### config.mk
export PLATFORM = sky130hd
export DESIGN_NAME = ctc8
export DESIGN_NICKNAME = d
export VERILOG_FILES = /design/src/rtl/ctc8.sv
export SDC_FILE = /design/constraint.sdc
export NUM_CORES = 1
export LEC_CHECK = 0
export CORE_AREA = 3 3 40 42
export CTS_BUF_LIST = sky130_fd_sc_hd__clkbuf_4 sky130_fd_sc_hd__clkbuf_8 sky130_fd_sc_hd__clkbuf_16
export DETAILED_ROUTE_END_ITERATION = 12
export DIE_AREA = 0 0 43 45
export HOLD_SLACK_MARGIN = 0.08
export PLACE_DENSITY_LB_ADDON = 0.25
export SLEW_MARGIN = 20
export SYNTH_ARGS = -nofsm -noshare
export SYNTH_HDL_FRONTEND = slang
export SYNTH_SLANG_ARGS = --single-unit
### constraint.sdc
create_clock -name clk -period 3.65 [get_ports clk]
set_input_delay 0.365 -clock clk [delete_from_list [all_inputs] [get_ports clk]]
set_output_delay 0.365 -clock clk [all_outputs]
set_load 0.02 [all_outputs]
### src/rtl/ctc8.sv
// rtl/ctc8.sv - free-running 3-bit up/down counter with clock prescaler
// CTC8_GRAY_OUT_EN: when defined, count is the registered Gray code of the binary state
module ctc8 #(
  parameter int PRESCALE = 1,
  parameter int DOWN     = 0
) (
  input  logic       clk,
  input  logic       reset,
  output logic [2:0] count
);

  localparam logic [7:0] PRE_LAST = 8'(PRESCALE - 1);

  generate
    if (PRESCALE < 1 || PRESCALE > 255) begin : g_bad_prescale
      $error("ctc8: PRESCALE must be within 1..255");
    end
  endgenerate

  logic [7:0] pre_q, pre_d;
  logic [2:0] bin_q, bin_d;
  logic [2:0] count_q, count_d;

  always_comb begin
    pre_d = pre_q + 8'd1;
    bin_d = bin_q;
    if (pre_q == PRE_LAST) begin
      pre_d = 8'd0;
      bin_d = (DOWN != 0) ? bin_q - 3'd1 : bin_q + 3'd1;
    end
    // count tracks the next bin so both registers change on the same edge
`ifdef CTC8_GRAY_OUT_EN
    count_d = bin_d ^ (bin_d >> 1);
`else
    count_d = bin_d;
`endif
  end

  always_ff @(posedge clk or negedge reset) begin
    if (!reset) begin
      pre_q   <= 8'd0;
      bin_q   <= 3'd0;
      count_q <= 3'd0;
    end else begin
      pre_q   <= pre_d;
      bin_q   <= bin_d;
      count_q <= count_d;
    end
  end

  assign count = count_q;

endmodule

**Word-level counts from Yosys, hierarchy flattened**

Cells that the tools add are included.

- Word-level logic and storage cells: 6
- Bits of input ports: 2
- Bits in registers: 11

- Reductions and logical operators: 1
- Add/subtract/negate cells: 2
- Mux-type cells: 1

Operator list:

| operator | count |
|---|---|
| 8-bit by 1-bit adder with 8-bit output (second input constant) | 1 |
| 8-bit zero test | 1 |
| 8-bit 2-to-1 mux | 1 |
| 3-bit by 1-bit adder with 3-bit output (second input constant) | 1 |

**Longest topological paths before layout**

- Word-level depth: 2
- Depth in mapped cells: 4
- Gate-level depth less buffers: 4

**Worst setup path after synthesis**

Ideal clock, no wire load.

- Kind: reg-to-reg
- From: reg pre_q[6]
- To: reg bin_q[1]
- Library setup time: 125 ps
- Arrival time: 1158 ps
- Path buffers: 0
- Required time: 3525 ps
- Path slack: 2367 ps
- Stages on the path, launching flop included: 4
- Cell sequence: dfrtp_1 > nor4_4 > nand3_2 > mux2_4

- Longest elaborated chain between the ends: 1

Ends and longest elaborated chain:

| what | line | RTL |
|---|---|---|
| start: declaration | 20 | `logic [7:0] pre_q, pre_d;` |
| start signal: assignment | 45 | `pre_q <= pre_d;` |
| 8-bit zero test | 27 | `if (pre_q == PRE_LAST) begin` |
| end signal: assignment | 46 | `bin_q <= bin_d;` |
| end: declaration | 21 | `logic [2:0] bin_q, bin_d;` |

No other way between the ends.
A chain may end at the register's enable or synchronous reset.

==> run metrics <==
first-pass GRT wire length=approximately 1.4 mm; Synth area leader=dfrtp_1; Std-Cell Rows=13; Setup crit end kind=primary output; vias in the first global route=~320; ANT cells=0; clock sinks=11; Reg2Reg Setup Slack=~2.3 ns; P_leak=around 0.28 nW; clk_skew=between 0.003 and 0.004 ns; Synth Register Bits=11; Setup WS pre-CTS=about 2.3 ns; Bufs and invs on worst path=1; CTS tree=yes; Tcrit/Tclk final=around 45%; total power=about 0.22 mW; Clk pwr share=roughly two fifths; Final setup viols=0; Final Hold Viols=0; Max Cap Viol=0; Nets=54; DP Wirelength=576.6 µm; Overflow after GRT=0; clk buf depth=2; CP Max Fanout=3; Slew HR=67.89%; syn_nets=between 40 and 50; Setup WS post-layout=1.998 ns; commonest non-fill, non-tap cell in the layout=dfrtp_1; sequential area share after synthesis=~54%; Post-Syn Area=just over 500 µm²; Post-DRT Antenna Nets=0; Slowest Stage Delay on Critical Path=about 0.62 ns; pin count of the biggest net entering global routing=12; CP startpoint kind=register; reg-to-reg critical path startpoint=pre_q[6]; PD cells=roughly 360 nW/µm²; CP delay by family, top=buffers and inverters; number of buffers created by CTS=3; R2R depth=3; kind of critical path=reg -> out; PortBufs=4; Sequential Power Share=56.6%; initial core utilization=about two fifths; r2r endpoint=bin_q[1]; Mean Syn Cell Area=between 10 and 15 µm²; Net Switching=0.04273 mW; top area cells in the synthesized netlist=dfrtp_1 54%, xnor2_1 14%, ha_1 7.4%, nand3_1 5.0%, nor4_4 4.2%; Hold WC Path Type=in -> async; Max Freq=a little over 600 MHz; Placer Congestion=~0.81; P_int=about 0.17 mW; Yosys cell types=13; fin crit period=~1.7 ns; initial antenna violation count=0; DR iter-0 viols=8; number of setup buffers added after CTS=0; Via Count=around 300; DRC Markers=0; Core Area=1285 µm²; Slowest cell on crit path=clkdlybuf4s50_1; hold_buf cts=0; WP data arrival=1.29 ns; Avg Vias per Cell=4.730; post_cts resized=0; CP cell instances=clkdlybuf4s50_1; GRT Util Overall=approximately a tenth; Root Driver=clkbuf_4; Die X=between 40 and 50 µm; CP Launch Point=bin_q[0]; commonest non-fill, non-tap cells in the layout=11 x dfrtp_1, 8 x xnor2_1, 5 x nand3_1; Final Max Tran Viols=0; CTS clock-pin slew for the worst setup and hold paths=0.07 ns; RSZ-0062 raised after global routing=false; status=finished clean; Worst VDD drop=0.0002172 V; share of layout cells above drive strength 1=16.67%; chip height=~45 µm; sw frac=roughly 20%; P&R area growth vs syn=17.57%; worst setup path end=count[0]; Gate power share=1.5%; Worst EP required=around 3.3 ns; Synth Warn #=0; Worst Max-Slew Pin Slew=between 0.4 and 0.5 ns; critical path depth=1; DRT Pass-1 Iters=4; setup TNS=0 ns; routed wire length=approximately 780 µm; CTS H-Tree Depth=1; total die area=around 1900 µm²; worst skew pair latency=about 0.27 ns; routed len/inst=approximately 12 µm; post-synth top area share=54.46%; Mapped Cells=40; number of I/O pins=5
-- metrics by stage --
| stage | cells | cell area [µm²] | utilization, % | hold slack [ns] |
|---|---|---|---|---|
| floorplan | 40 | 505.5 | - | 0.06941 |
| global placement | 59 | 564.3 | 43.91 | 0.4586 |
| detailed placement | 59 | 564.3 | 43.91 | 0.4666 |
| CTS | 63 | 594.3 | 46.25 | 0.4276 |
| global route | 63 | 594.3 | 46.25 | 0.4417 |
| finish | 63 | 594.3 | 46.25 | 0.4167 |
-- worst register-to-register path: cells and delay by family, from the launching register on --
kind             cells  cell delay, ns
and+or+nand+nor      2            0.51
DFF                  1            0.43
muxes                1            0.32
-- layer usage --
metal	routed length (µm)	global-route usage [%]
met2	322	14.67
met4	14	3.614
met3	49	7.171
met5	0	0
met1	390	13.22
-- cell usage after synthesis --
library cell,count
and3_1,2
nor4_4,1
and2_1,1
inv_1,2
ha_1,3
nor2_1,3
and3_2,1
nand3_1,5
dfrtp_1,11
xnor2_1,8
mux2_4,1
nand4_1,1
nand3_2,1
-- sequential cells by signal, indices dropped and copies added, names as in the netlist --
signal / count
bin_q: 3
pre_q: 8
-- cell families after synthesis --
family / count (synthesis) / share of synthesized area [%]
adder cells (fa/ha/maj): 3 / 7.427
multiplexers: 1 / 2.969
XOR/XNOR: 8 / 13.86
buffers and inverters: 2 / 1.486
flip-flops: 11 / 54.45
AND/OR/NAND/NOR: 15 / 19.80
-- worst min-delay path by stage --
stage	start	end	depth (start not counted)
2_1_floorplan	reset	bin_q[0]	0
3_3_place_gp	bin_q[2]	bin_q[2]	1
3_5_place_dp	bin_q[2]	bin_q[2]	1
4_1_cts	reset	bin_q[2]	1
5_1_grt	reset	pre_q[0]	1
6_report	reset	pre_q[0]	1
-- power groups by stage --
stage | logic, mW | clock network (mW) | registers (mW)
2_1_floorplan | 0.0000000963 | 0 | 0.124
3_3_place_gp | 0.00315 | 0 | 0.124
3_5_place_dp | 0.00338 | 0 | 0.124
4_1_cts | 0.00340 | 0.0954 | 0.122
5_1_grt | 0.00372 | 0.103 | 0.122
6_report | 0.00315 | 0.0904 | 0.122
-- cell type report --
class                      instances  area (µm²)
fill                             119       690.7
sequential                        11       275.3
multi-input combinational         27       222.7
timing repair buffer               4       40.04
clock buffer                       4       30.03
tap                               15       18.77
inverter                           2       7.507
Power figures use the tool's default switching activity.
